===== src/rtl/vga_cmd_pkg.sv =====
// Shared definitions for the VGA command scheduler: opcodes, FSM states, palette field widths.
package vga_cmd_pkg;

   localparam logic [7:0] OP_NOP     = 8'h00;
   localparam logic [3:0] OP_SETPAL  = 4'h1;
   localparam logic [3:0] OP_SETMODE = 4'h2;
   localparam logic [7:0] OP_CLRERR  = 8'hFF;

   localparam int PAL_IDX_W  = 4;
   localparam int PAL_CH_W   = 4;
   localparam int PAL_DATA_W = 3 * PAL_CH_W;
   localparam int MODE_W     = 4;

   typedef enum logic [1:0] {
      S_WAIT    = 2'd0,
      S_ACK     = 2'd1,
      S_WR_PEND = 2'd2
   } state_t;

endpackage


===== src/rtl/cmd_timeout.sv =====
// Inter-byte idle counter: counts enabled cycles, pulses expire on the TIMEOUT-th one and restarts.
// Combinational expire, no backpressure; clr has priority over counting.
module cmd_timeout #(
   parameter int TIMEOUT = 1024,
   parameter int CNT_W   = 16
) (
   input  logic clk,
   input  logic nrst,
   input  logic clr,
   input  logic en,
   output logic expire
);

   localparam logic [CNT_W-1:0] LAST = CNT_W'(TIMEOUT - 1);

   logic [CNT_W-1:0] cnt;

   assign expire = en & (cnt == LAST);

   always_ff @(posedge clk or negedge nrst) begin
      if (!nrst) begin
         cnt <= '0;
      end else if (clr || expire) begin
         cnt <= '0;
      end else if (en) begin
         cnt <= cnt + 1'b1;
      end
   end

endmodule


===== src/rtl/vga_cmd_sched.sv =====
// Assembles commands from the shared byte register, defers palette writes to blanking, double-buffers mode.
// Read strobe one cycle per byte with an idle cycle between; a pending palette write stalls further reads.
module vga_cmd_sched
   import vga_cmd_pkg::*;
#(
   parameter int TIMEOUT = 1024,
   parameter int CNT_W   = 16
) (
   input  logic                  clk,
   input  logic                  nrst,
   input  logic                  cmdreg_data_avail,
   input  logic [7:0]            cmdreg_data_recv,
   output logic                  cmdreg_rd,
   input  logic                  blank_in,
   input  logic                  frame_start_in,
   output logic                  pal_wr,
   output logic [PAL_IDX_W-1:0]  pal_waddr,
   output logic [PAL_DATA_W-1:0] pal_wdata,
   output logic [MODE_W-1:0]     mode_out,
   output logic                  busy,
   output logic                  err
);

   state_t                 state, state_nxt;
   logic [7:0]             cmd_byte;
   logic [1:0]             byte_idx;
   logic [PAL_IDX_W-1:0]   pal_idx;
   logic [MODE_W-1:0]      shadow_mode;
   logic                   take, ack, wr_fire;
   logic                   is_nop, is_pal, is_mode, is_clr, is_bad;
   logic                   to_en, to_clr, to_expire;

   always_ff @(posedge clk or negedge nrst) begin
      if (!nrst) state <= S_WAIT;
      else       state <= state_nxt;
   end

   always_comb begin
      state_nxt = state;
      case (state)
         S_WAIT:    if (cmdreg_data_avail) state_nxt = S_ACK;
         S_ACK:     state_nxt = (byte_idx == 2'd2) ? S_WR_PEND : S_WAIT;
         S_WR_PEND: if (blank_in) state_nxt = S_WAIT;
         default:   state_nxt = S_WAIT;
      endcase
   end

   always_comb begin
      take    = 1'b0;
      ack     = 1'b0;
      wr_fire = 1'b0;
      case (state)
         S_WAIT:    take    = cmdreg_data_avail;
         S_ACK:     ack     = 1'b1;
         S_WR_PEND: wr_fire = blank_in;
         default:   ;
      endcase
   end

   assign busy = (state != S_WAIT) | (byte_idx != 2'd0);

   // Opcode classes only matter when the latched byte is byte 0 of a command.
   always_comb begin
      is_nop  = (cmd_byte == OP_NOP);
      is_pal  = (cmd_byte[7:4] == OP_SETPAL);
      is_mode = (cmd_byte[7:4] == OP_SETMODE);
      is_clr  = (cmd_byte == OP_CLRERR);
      is_bad  = ~(is_nop | is_pal | is_mode | is_clr);
   end

   assign to_en  = (state == S_WAIT) & (byte_idx != 2'd0) & ~cmdreg_data_avail;
   assign to_clr = ~to_en;

   cmd_timeout #(
      .TIMEOUT (TIMEOUT),
      .CNT_W   (CNT_W)
   ) u_timeout (
      .clk    (clk),
      .nrst   (nrst),
      .clr    (to_clr),
      .en     (to_en),
      .expire (to_expire)
   );

   always_ff @(posedge clk or negedge nrst) begin
      if (!nrst) begin
         cmdreg_rd   <= 1'b0;
         pal_wr      <= 1'b0;
         pal_waddr   <= '0;
         pal_wdata   <= '0;
         mode_out    <= '0;
         err         <= 1'b0;
         cmd_byte    <= '0;
         byte_idx    <= 2'd0;
         pal_idx     <= '0;
         shadow_mode <= '0;
      end else begin
         cmdreg_rd <= take;
         pal_wr    <= wr_fire;
         if (take) cmd_byte <= cmdreg_data_recv;
         if (frame_start_in) mode_out <= shadow_mode;

         if (ack && byte_idx == 2'd0 && is_clr)                   err <= 1'b0;
         else if (to_expire || (ack && byte_idx == 2'd0 && is_bad)) err <= 1'b1;

         if (ack) begin
            case (byte_idx)
               2'd0: begin
                  if (is_pal) begin
                     pal_idx  <= cmd_byte[3:0];
                     byte_idx <= 2'd1;
                  end else if (is_mode) begin
                     shadow_mode <= cmd_byte[3:0];
                  end
               end
               2'd1: begin
                  pal_waddr                       <= pal_idx;
                  pal_wdata[PAL_DATA_W-1:PAL_CH_W] <= cmd_byte;
                  byte_idx                        <= 2'd2;
               end
               default: begin
                  pal_wdata[PAL_CH_W-1:0] <= cmd_byte[7:4];
                  byte_idx                <= 2'd0;
               end
            endcase
         end else if (to_expire) begin
            byte_idx <= 2'd0;
         end
      end
   end

endmodule


===== config.mk =====
export PLATFORM = sky130hd
export DESIGN_NAME = vga_cmd_sched
export DESIGN_NICKNAME = d
export VERILOG_FILES = /design/src/rtl/vga_cmd_pkg.sv /design/src/rtl/cmd_timeout.sv /design/src/rtl/vga_cmd_sched.sv
export SDC_FILE = /design/constraint.sdc
export NUM_CORES = 1
export LEC_CHECK = 0
export CORE_AREA = 4 4 92 94
export DETAILED_ROUTE_END_ITERATION = 10
export DIE_AREA = 0 0 96 98
export HOLD_SLACK_MARGIN = 0.05
export PLACE_DENSITY_LB_ADDON = 0.25
export SYNTH_ARGS = -nofsm -noshare
export SYNTH_HDL_FRONTEND = slang
export SYNTH_HIERARCHICAL = 1
export SYNTH_SLANG_ARGS = --single-unit

===== constraint.sdc =====
create_clock -name clk -period 4.2 [get_ports clk]
set_clock_uncertainty 0.05 [all_clocks]
set_input_delay 0.84 -clock clk [delete_from_list [all_inputs] [get_ports clk]]
set_output_delay 0.84 -clock clk [all_outputs]
set_load 0.1 [all_outputs]

Word-level counts from Yosys, hierarchy flattened
Cells that the tools add are included.
- output and inout bits: 24
- memories: 0
- bits in writable memories: 0
- register bits after elaboration: 59
- latch bits: 0
- ROM bits: 0
- input bits: 13
- div/mod/pow operators: 0
- add/subtract/negate cells: 1
- eq/ne operators: 11
- multipliers: 0
- bitwise gates (word level): 12
- reductions and logical operators: 20
- order comparisons: 0
- shift-type cells: 0
- mux-type cells: 15
- operators by type and width (kind ; count):
    2-to-1 mux 16 bit ; 2
    adder 16 x 1 -> 16 bit, second input constant ; 1
    equality test 16 x 10 -> 1 bit, second input constant ; 1
    2-to-1 mux 2 bit ; 6
    nonzero test 2 bit ; 5
    equality test 8 bit, second input constant ; 1
    zero test 8 bit ; 1
    AND reduction 2 bit ; 4
    case mux 2 bit (3 select lines) ; 1
    2-to-1 mux 1 bit ; 5
    NOT 1 bit ; 5
    equality test 2 x 1 -> 1 bit, second input constant ; 2
    equality test 2 bit, second input constant ; 2
    equality test 4 x 1 -> 1 bit, second input constant ; 1
    equality test 4 x 2 -> 1 bit, second input constant ; 1
    zero test 2 bit ; 2
    inequality test 2 bit, second input constant ; 2
    bitwise OR 1 bit ; 4
    case mux 2 bit (2 select lines) ; 1
    AND reduction 4 bit ; 1
    AND 1 bit ; 3
    logical AND 1 bit ; 3
    inequality test 3 bit, second input constant ; 1
    AND reduction 3 bit ; 1
    2 further kinds ; 3

Logic depth before layout (Yosys ltp)
Gate-level depths: netlist (run 1).
- word-level depth: 9
- gate-level depth with buffers: 11
- gate-level depth less buffers: 9

Hierarchy
Netlist (run 1), hierarchy kept.
- modules (own cells, without submodules) (module ; area each (um^2) ; cells each ; sequential area each (um^2) ; instances):
    vga_cmd_sched ; 1734.2 ; 111 ; 1076.0 ; 1
    cmd_timeout ; 864.6 ; 89 ; 400.4 ; 1

Worst setup path before layout (run 1)
Ideal clock, no wire load.
- path kind: input -> register
- start point: input cmdreg_data_avail
- end point: register u_timeout.cnt[14]
- path slack: 1364 ps
- data arrival time: 2708 ps
- buffers on the path: 2
- required time: 4073 ps
- stages: 8
- cells stage by stage: or4_1 -> inv_1 -> buf_4 -> nand4_2 -> buf_6 -> or2_4 -> or4_1 -> a21oi_1
- cells in the longest elaborated chain, start to end: 5
- RTL lines (element ; RTL line ; text):
    from (decl) ; vga_cmd_sched.sv:11 ; input logic cmdreg_data_avail,
    NOT 1 bit * ; vga_cmd_sched.sv:71 ; assign to_en = (state == S_WAIT) & (byte_idx != 2'd0) & ~cmdreg_data_avail;
    AND 1 bit * ; vga_cmd_sched.sv:71 ;
    via to_en ; vga_cmd_sched.sv:31 ; logic to_en, to_clr, to_expire;
    AND 1 bit or NOT 1 bit (tied branches) ; cmd_timeout.sv:18, vga_cmd_sched.sv:72 ;
    logical OR 1 bit ; cmd_timeout.sv:23 ; end else if (clr || expire) begin
    2-to-1 mux 16 bit or nonzero test 2 bit (tied branches) ; n/a ;
    to (signal assigned) ; cmd_timeout.sv:26 ; cnt <= cnt + 1'b1;
    to (decl) ; cmd_timeout.sv:16 ; logic [CNT_W-1:0] cnt;
Mark *: on every way through the listed nets, which the timed path passes. The rest lies on a longest branch.
A chain may end at the register's enable or synchronous reset.

Worst setup path after layout (run 1)
- start point: input cmdreg_data_avail
- end point: register u_timeout.cnt[15]
- cells in the longest elaborated chain, start to end: 5
- RTL lines (element ; RTL line ; text):
    NOT 1 bit * ; vga_cmd_sched.sv:71 ;
    AND 1 bit * ; vga_cmd_sched.sv:71 ;
    NOT 1 bit * ; vga_cmd_sched.sv:72 ; assign to_clr = ~to_en;
    via to_clr ; vga_cmd_sched.sv:31 ;
    logical OR 1 bit * ; cmd_timeout.sv:23 ;
    2-to-1 mux 16 bit or nonzero test 2 bit (tied branches) ; n/a ;
Marks and branches as above.

==> results.py, run 1 <==
metrics = {
    "status": {
        "outcome": "finished, final reports clean",
    },
    "routing": {
        "drt_iter0_markers": 71,
        "dr_wl_met3_um": 242,
        "route.met2.wl_mm": 2.335,
        "wl_met1_mm": 2.405,
        "vias": 1693,
        "via_per_inst": 4.810,
        "highest_layer": "met4",
        "drt_wl_total_mm": 5.067,
        "post-route-drc-count": 0,
        "drt_first_pass_iters": 4,
        "wire_per_inst_um": 14.39,
        "antenna_left": 0,
    },
    "global_route": {
        "antenna_found_initial": 0,
        "grt_max_degree": 44,
        "overflow": 0,
        "grt_pass1_wl_mm": 8.673,
        "track_usage": 0.1177,
        "grt_pass1_vias": 1761,
    },
    "worst_setup_path": {
        "cpPeakStageDelay_ps": 560,
        "crit_chain": "clkdlybuf4s50_1, or4_1, inv_1, nand4_2, or3_1, or4_1, a21oi_1",
        "critPathMaxFanout": 11,
        "critical_path_class": "primary input to register",
        "arrival_ps": 3430,
        "cp_slowest_cell": "or4_1",
        "end_kind": "register",
        "cp.required_ps": 4410,
        "crit_path_frequent_cell": "or4_1",
        "r2r_cells": 7,
        "startpoint_type": "primary input",
    },
    "placed_design": {
        "port_buffers": 36,
        "place_ws_ps": 616.1,
        "gp_congestion": 0.8251,
        "place_hpwl_mm": 3.475,
    },
    "synth": {
        "synth_seq_cells": 59,
        "synthCells": 200,
        "synthArstFlopShare": 1.000,
        "synth_edf_count": 0,
        "synth_area_mm2": 0.002599,
        "synth_nets": 214,
        "synth_most_common_cell": "dfrtp_1",
        "yosysUniqueCellTypes": 44,
        "yosys_warnings": 6,
        "yosys.area.top_type": "dfrtp_1",
        "seq_area_frac_synth": 0.5681,
        "synth_top_area_frac": 0.5681,
        "synth_area_leaders": "dfrtp_1 57%, mux2_2 12%, mux2_1 3.5%",
        "synth-main-ff-cell": "dfrtp_1",
        "synthTopCellsByCount": "59 x dfrtp_1, 28 x mux2_2, 21 x nor2_1",
        "syn_avg_cell_area_um2": 12.99,
    },
    "clock_network": {
        "cts-resized-gates": 0,
        "cts_buffer_depth": 2,
        "clock-root-buffer": "clkbuf_8",
        "cts_sinks": 59,
        "postCtsSetupBuffers": 0,
        "cts_made_buffers": 9,
        "clk_pin_slew_worst_paths_ps": 70,
        "clkLatencyLatePin_ps": 330,
        "htreeDepth": 3,
        "tritoncts": "built",
        "cts_hold_buffers": 0,
    },
    "floorplan": {
        "io_pins": 37,
        "die_h_um": 98,
        "dieArea_mm2": 0.009408,
        "start_util": 0.3398,
        "rows": 32,
        "core_area_mm2": 0.007647,
        "dieWidth_um": 96,
    },
    "timing": {
        "fmax_mhz": 309.8,
        "tns_ps": 0,
        "final_hold_viol_count": 0,
        "rsz0062_at_grt": "false",
        "slew-limit-headroom": 0.3376,
        "post-route-period-util": 0.7685,
        "setup_viol": 0,
        "worst_pin_slew_ps": 990.5,
        "finalMaxSlewViolations": 0,
        "fin_ws_ps": 972.5,
        "fin_crit_ps": 3228,
    },
    "final_layout": {
        "antenna_cells": 0,
        "synthToLayoutAreaGrowth_pct": 26.67,
        "layout.nets": 259,
        "drive_above_1_share": 0.2320,
    },
    "pwr": {
        "intPower_uw": 1400,
        "swShare": 0.4600,
        "p_switching_uw": 1193,
        "worst_ir_drop_vdd_uv": 506.6,
        "power_density_mw_per_mm2": 787.8,
        "p_leak_uw": 0.001355,
        "combPwrFrac": 0.452,
        "pwr-share-seq": 0.322,
        "clock_power_share": 0.226,
    },
    "worst_hold_path": {
        "hold_depth": 1,
        "hold_path.class": "register to register",
    },
    "run": {
        "maxCapViolations": 0,
    },
}
## power by group through the flow
stage | logic (uW) | registers [uW] | clock network, uW
4_1_cts | 1180 | 838 | 603
6_report | 1170 | 835 | 586
2_1_floorplan | 257 | 1480 | 0
3_5_place_dp | 1180 | 847 | 0
3_3_place_gp | 1170 | 847 | 0
5_1_grt | 1210 | 863 | 633
## cell families (layout without fill, tap and decap cells)
logic type,Yosys count,count (layout),synth area share
AOI/OAI and AO/OA,12,12,0.03611
xor gates and xnor gates,12,12,0.04044
adders and majority gates,1,1,0.004814
buffers and inverters,8,58,0.01974
DFF,59,59,0.5681
muxes,37,37,0.1598
and+or+nand+nor,71,71,0.1709
## routing by layer
metal  GRT usage  up-vias
met5           0        -
met3     0.03852        9
met1      0.1591      829
met4     0.05252        0
li1            -      820
met2      0.1705       35
## final timing paths
kind / from / to / slack [ps]
worst max register to register: byte_idx[1] / u_timeout/cnt[15] / 1350
worst max-delay path: cmdreg_data_avail / u_timeout/cnt[15] / 970
worst min register to register: shadow_mode[0] / shadow_mode[0] / 440
min in group asynchronous: nrst / u_timeout/cnt[2] / 610
max in group asynchronous: nrst / shadow_mode[0] / 2680
worst min-delay path: shadow_mode[0] / shadow_mode[0] / 440
## sequential cells by signal, indices dropped and copies added (netlist names)
name,flops
byte_idx,2
cmd_byte,8
cmdreg_rd,1
err,1
mode_out,4
pal_idx,4
pal_waddr,4
pal_wdata,12
pal_wr,1
shadow_mode,4
state,2
u_timeout/cnt,16
## cell usage in the layout (no fill, tap or decap), drive strengths merged, types with 2 or more instances in the layout
cell type      count
clkdlybuf4s50     35
xnor2              7
nor4               4
and2               3
inv                3
buf                4
nand3              8
nand2              7
and4               2
clkbuf            12
nor2              21
nor2b              2
nor3               3
dfrtp             59
xor2               5
nand4              9
mux2              36
bufinv             2
nor4b              2
or4                4
nor3b              2
o31ai              3
a21oi              2
## worst max-delay path, delay by kind of cell
kind / cells / cell delay, ps
AO/OA/AOI/OAI: 1 / 150
buffers and inverters: 2 / 660
AND/OR/NAND/NOR: 4 / 1780
## metrics by stage
stage | hold slack [ps] | total power, uW | cells | instance area [um^2] | util
3_3_place_gp | 428.1 | 2021 | 336 | 3064 | 0.4007
6_report | 444.4 | 2593 | 352 | 3292 | 0.4305
2_1_floorplan | 408.5 | 1739 | 200 | 2599 | -
4_1_cts | 446.9 | 2625 | 352 | 3292 | 0.4305
3_5_place_dp | 431.0 | 2027 | 336 | 3064 | 0.4007
5_1_grt | 468.0 | 2706 | 352 | 3292 | 0.4305
## layout make-up
class / instances / area, um^2
fill: 732 / 4355
sequential: 59 / 1476
multi-input combinational: 133 / 1071
timing repair buffer: 39 / 377.9
clock buffer: 12 / 155.1
tap: 102 / 127.6
clock inverter: 4 / 72.57
inverter: 3 / 11.26
Power figures use the tool's default switching activity.
==> run 2: changes to the inputs <==
Clock period 4.2 ns to 3.1 ns, I/O delays scaled along.
==> run 2 against run 1 <==
First-iteration DRC count fell by 32%; worst hold slack worse by 170 ps; combinational power up 32%; non-clock buffer count rose by 3; design area is 1.8% lower; final cell count rose by 0.85%; largest cell class unchanged; highest routed layer unchanged.
==> results.py, run 2 (synthesis gave the netlist of run 1 again) <==
metrics = {
    "timing": {
        "setup_viol": 0,
        "fmax_mhz": 378.9,
        "fin_crit_ps": 2640,
        "rsz0062_at_grt": "false",
        "finalMaxSlewViolations": 0,
        "tns_ps": 0,
        "final_hold_viol_count": 0,
        "worst_pin_slew_ps": 675.6,
        "post-route-period-util": 0.8515,
        "slew-limit-headroom": 0.5496,
    },
    "final_layout": {
        "reg.largest.list": "u_timeout/cnt (16), pal_wdata (12), cmd_byte (8)",
        "final-seq-area_mm2": 0.001476,
        "antenna_cells": 0,
        "final_common_cell": "dfrtp_1",
        "synthToLayoutAreaGrowth_pct": 24.41,
        "num-fill-cells": 717,
        "largest_register_ffs": 16,
        "drive_above_1_share": 0.3360,
        "multi_input_area_mm2": 0.001071,
        "layout.nets": 262,
        "regMostFlops": "u_timeout/cnt",
        "final_cell_mix": "59 x dfrtp_1, 29 x buf_4, 28 x mux2_2",
    },
    "clock_network": {
        "tritoncts": "built",
        "htreeDepth": 3,
        "clkLatencyLatePin_ps": 330,
        "clock-root-buffer": "clkbuf_8",
        "cts-resized-gates": 0,
        "cts_hold_buffers": 0,
        "cts_buffer_depth": 2,
        "cts_made_buffers": 9,
        "clk_pin_slew_worst_paths_ps": 70,
        "postCtsSetupBuffers": 0,
        "cts_sinks": 59,
    },
    "routing": {
        "post-route-drc-count": 0,
        "via_per_inst": 4.893,
        "antenna_left": 0,
        "drt_first_pass_iters": 4,
        "wire_per_inst_um": 14.09,
        "vias": 1737,
        "drt_wl_total_mm": 5.003,
        "drt_iter0_markers": 48,
    },
    "global_route": {
        "overflow": 0,
        "antenna_found_initial": 0,
        "grt_pass1_wl_mm": 8.542,
        "track_usage": 0.1180,
        "grt_max_degree": 31,
        "grt_pass1_vias": 1766,
    },
    "placed_design": {
        "gp_congestion": 0.8560,
        "place_hpwl_mm": 3.559,
        "port_buffers": 36,
    },
    "run": {
        "maxCapViolations": 0,
    },
    "pwr": {
        "power_density_mw_per_mm2": 1043,
        "clock_power_share": 0.205,
        "p_switching_uw": 1621,
        "combPwrFrac": 0.459,
        "intPower_uw": 1752,
        "p_total_uw": 3373,
        "p_leak_uw": 0.001393,
        "pwr-share-seq": 0.336,
        "swShare": 0.4807,
        "worst_ir_drop_vdd_uv": 715.9,
    },
    "floorplan": {
        "start_util": 0.3398,
        "io_pins": 37,
        "dieWidth_um": 96,
        "rows": 32,
        "core_area_mm2": 0.007647,
        "dieArea_mm2": 0.009408,
        "die_h_um": 98,
    },
    "worst_setup_path": {
        "critical_path_class": "primary input to register",
        "arrival_ps": 2840,
        "cp_slowest_cell": "or4_1",
        "startpoint": "cmdreg_data_avail",
        "end_kind": "register",
        "r2r_start": "byte_idx[1]",
        "cp.required_ps": 3300,
        "crit_path_frequent_cell": "or4_1",
        "crit_chain": "clkdlybuf4s50_1, or4_1, inv_1, nand4_2, or3_1, or4_1, a21oi_1",
        "cpPeakStageDelay_ps": 500,
        "critPathMaxFanout": 5,
        "startpoint_type": "primary input",
    },
    "worst_hold_path": {
        "hold_path.class": "primary input to async pin",
    },
    "status": {
        "outcome": "finished, final reports clean",
    },
}
run 2: changes by cell type in the layout (fill, tap and decap cells not counted), sizes merged:
cell           change
clkdlybuf4s50     -24
clkinv             +2
buf               +27
bufinv             -1
clkbuf             -1
run 2: layout make-up:
class | instances | area share
Sequential cell | 59 | 0.4567
Multi-Input combinational cell | 133 | 0.3313
Timing Repair Buffer | 42 | 0.1091
Clock buffer | 11 | 0.04373
Tap cell | 102 | 0.03947
Clock inverter | 5 | 0.01625
Inverter | 3 | 0.003483
run 2: per-layer routing:
layer  track usage  share of wire  vias up
met3       0.05239          0.065        9
met1        0.1462           0.45      865
met5             0              0        -
met2        0.1763           0.47       43
li1              -              -      820
met4       0.05142          0.018        0
run 2: worst max-delay path, delay by kind of cell:
kind	cells	cell delay (ps)
buffers and inverters	2	520
AOI/OAI and AO/OA	1	150
and+or+nand+nor	4	1560
run 2: final timing paths:
kind	to	slack (ps)	depth (start not counted)
worst max-delay path	u_timeout/cnt[15]	460	7
worst min-delay path	u_timeout/cnt[6]	270	1
worst max register to register	u_timeout/cnt[15]	600	7
worst min register to register	pal_idx[1]	450	1
max in group asynchronous	pal_idx[0]	2130	2
min in group clk	pal_idx[1]	450	1
run 2: through the flow:
stage            util  worst slack (ps)  instances  instance area, um^2  hold WS (ps)
6_report       0.4228             460.4        355                 3233         274.3
5_1_grt        0.4228             399.0        355                 3233         324.4
4_1_cts        0.4228             478.3        355                 3233         287.3
3_5_place_dp   0.3974             111.0        339                 3039         432.3
3_3_place_gp   0.3974             145.0        339                 3039         426.7
2_1_floorplan       -             484.4        200                 2599         274.4
run 2: power by group through the flow:
stage / Combinational (uW) / Clock, uW / Sequential (uW)
2_1_floorplan: 349 / 0 / 2010
3_3_place_gp: 1550 / 0 / 1150
3_5_place_dp: 1560 / 0 / 1150
4_1_cts: 1560 / 714 / 1140
5_1_grt: 1610 / 756 / 1170
6_report: 1550 / 691 / 1130
==> run 3: changes to the inputs <==
Settings changed: PLACE_DENSITY set to 0.63, PLACE_DENSITY_LB_ADDON 0.25 to not set.
==> run 3 against run 2 <==
Global-route usage is 0.76 points higher; wire length grew 5.9%; clock power up 13%; combinational power about the same; critical endpoint unchanged; largest power group unchanged; largest cell class unchanged; critical path type unchanged.
==> results.py, run 3 (synthesis gave the netlist of run 1 again) <==
metrics = {
    "clock_network": {
        "cts-resized-gates": 0,
        "tritoncts": "built",
        "cts_hold_buffers": 0,
        "clk_pin_slew_worst_paths_ps": 70,
        "cts_made_buffers": 9,
        "clock-root-buffer": "clkbuf_8",
        "cts_sinks": 59,
        "clkLatencyLatePin_ps": 330,
        "postCtsSetupBuffers": 0,
        "htreeDepth": 3,
        "cts_buffer_depth": 2,
    },
    "pwr": {
        "pwr-share-seq": 0.327,
        "p_switching_uw": 1639,
        "p_total_uw": 3474,
        "worst_ir_drop_vdd_uv": 747.0,
        "intPower_uw": 1836,
        "swShare": 0.4716,
        "p_leak_uw": 0.001402,
        "clock_power_share": 0.225,
        "combPwrFrac": 0.448,
        "power_density_mw_per_mm2": 1066,
    },
    "timing": {
        "slew-limit-headroom": 0.5459,
        "tns_ps": 0,
        "rsz0062_at_grt": "false",
        "worst_pin_slew_ps": 680.4,
        "setup_viol": 0,
        "finalMaxSlewViolations": 0,
        "final_hold_viol_count": 0,
        "fin_hold_ws_ps": 266.6,
        "fmax_mhz": 361.8,
        "fin_ws_ps": 336.3,
        "post-route-period-util": 0.8915,
        "fin_crit_ps": 2764,
    },
    "global_route": {
        "grt_pass1_vias": 1839,
        "overflow": 0,
        "antenna_found_initial": 0,
        "grt_pass1_wl_mm": 9.114,
        "grt_max_degree": 29,
        "track_usage": 0.1256,
    },
    "routing": {
        "drt_wl_total_mm": 5.298,
        "drt_first_pass_iters": 4,
        "wire_per_inst_um": 14.88,
        "via_per_inst": 4.927,
        "drt_iter0_markers": 84,
        "antenna_left": 0,
        "post-route-drc-count": 0,
        "vias": 1754,
    },
    "floorplan": {
        "start_util": 0.3398,
        "core_area_mm2": 0.007647,
        "dieWidth_um": 96,
        "die_h_um": 98,
        "rows": 32,
        "io_pins": 37,
        "dieArea_mm2": 0.009408,
    },
    "placed_design": {
        "place_hpwl_mm": 3.738,
        "place_ws_ps": 45.42,
        "port_buffers": 36,
        "gp_congestion": 0.7878,
    },
    "final_layout": {
        "layout.nets": 263,
        "multi_input_area_mm2": 0.001071,
        "largest_register_ffs": 16,
        "num-fill-cells": 732,
        "synthToLayoutAreaGrowth_pct": 25.47,
        "reg.largest.list": "u_timeout/cnt (16), pal_wdata (12), cmd_byte (8)",
        "regMostFlops": "u_timeout/cnt",
        "antenna_cells": 0,
        "drive_above_1_share": 0.3425,
        "final_common_cell": "dfrtp_1",
        "final-seq-area_mm2": 0.001476,
        "final_cell_mix": "59 x dfrtp_1, 31 x buf_4, 28 x mux2_2",
        "post-route-util": 0.4264,
    },
    "worst_setup_path": {
        "r2r_cells": 7,
        "end_kind": "register",
        "cp.required_ps": 3300,
        "startpoint_type": "primary input",
        "critPathMaxFanout": 7,
        "critical_path_class": "primary input to register",
        "arrival_ps": 2960,
    },
    "worst_hold_path": {
        "hold_path.class": "primary input to async pin",
    },
    "status": {
        "outcome": "finished, final reports clean",
    },
    "run": {
        "maxCapViolations": 0,
    },
}
run 3: changes by cell type in the layout (fill, tap and decap cells not counted):
cell        change
bufinv_16       +1
clkinvlp_4      +1
clkinv_4        +1
clkinv_2        -2
buf_4           +2
buf_12          -1
clkbuf_1        -1
run 3: through the flow:
stage | std cells | instance area, um^2
2_1_floorplan | 200 | 2599
3_3_place_gp | 340 | 3034
3_5_place_dp | 340 | 3034
4_1_cts | 356 | 3261
5_1_grt | 356 | 3261
6_report | 356 | 3261
run 3: worst paths after layout:
check,start,end,slack [ps]
setup / recovery,cmdreg_data_avail,u_timeout/cnt[15],340
hold / removal,nrst,byte_idx[1],270
setup reg to reg,byte_idx[1],u_timeout/cnt[15],500
hold reg to reg,pal_idx[0],pal_idx[0],450
max in group asynchronous,nrst,cmd_byte[7],1980
min in group clk,pal_idx[0],pal_idx[0],450
run 3: layout make-up:
cell class,count,share of cell area
clock buffers,10,0.04221
clock inverters,6,0.02724
inverters,3,0.003454
multi-input cells,133,0.3285
flip-flops and latches,59,0.4528
well taps,102,0.03914
repair buffers,43,0.1067
run 3: routing by layer:
layer	track usage	vias up	wire (um)
met5	0	-	0
met4	0.04923	0	30
met3	0.04314	2	246
met2	0.1864	47	2567
met1	0.1672	884	2454
li1	-	821	-
run 3: worst max-delay path: stages:
cell and delay [ps]:
clkdlybuf4s50_1 430, or4_1 500, inv_1 110, nand4_2 210, or3_1 430, or4_1 470, a21oi_1 180
run 3: power groups by stage:
stage	combinational (uW)	sequential [uW]	clock, uW
after floorplan	349	2010	0
after detailed placement	1570	1150	0
after CTS	1570	1140	809
after global placement	1560	1150	0
final	1560	1140	783
after global routing	1610	1170	844
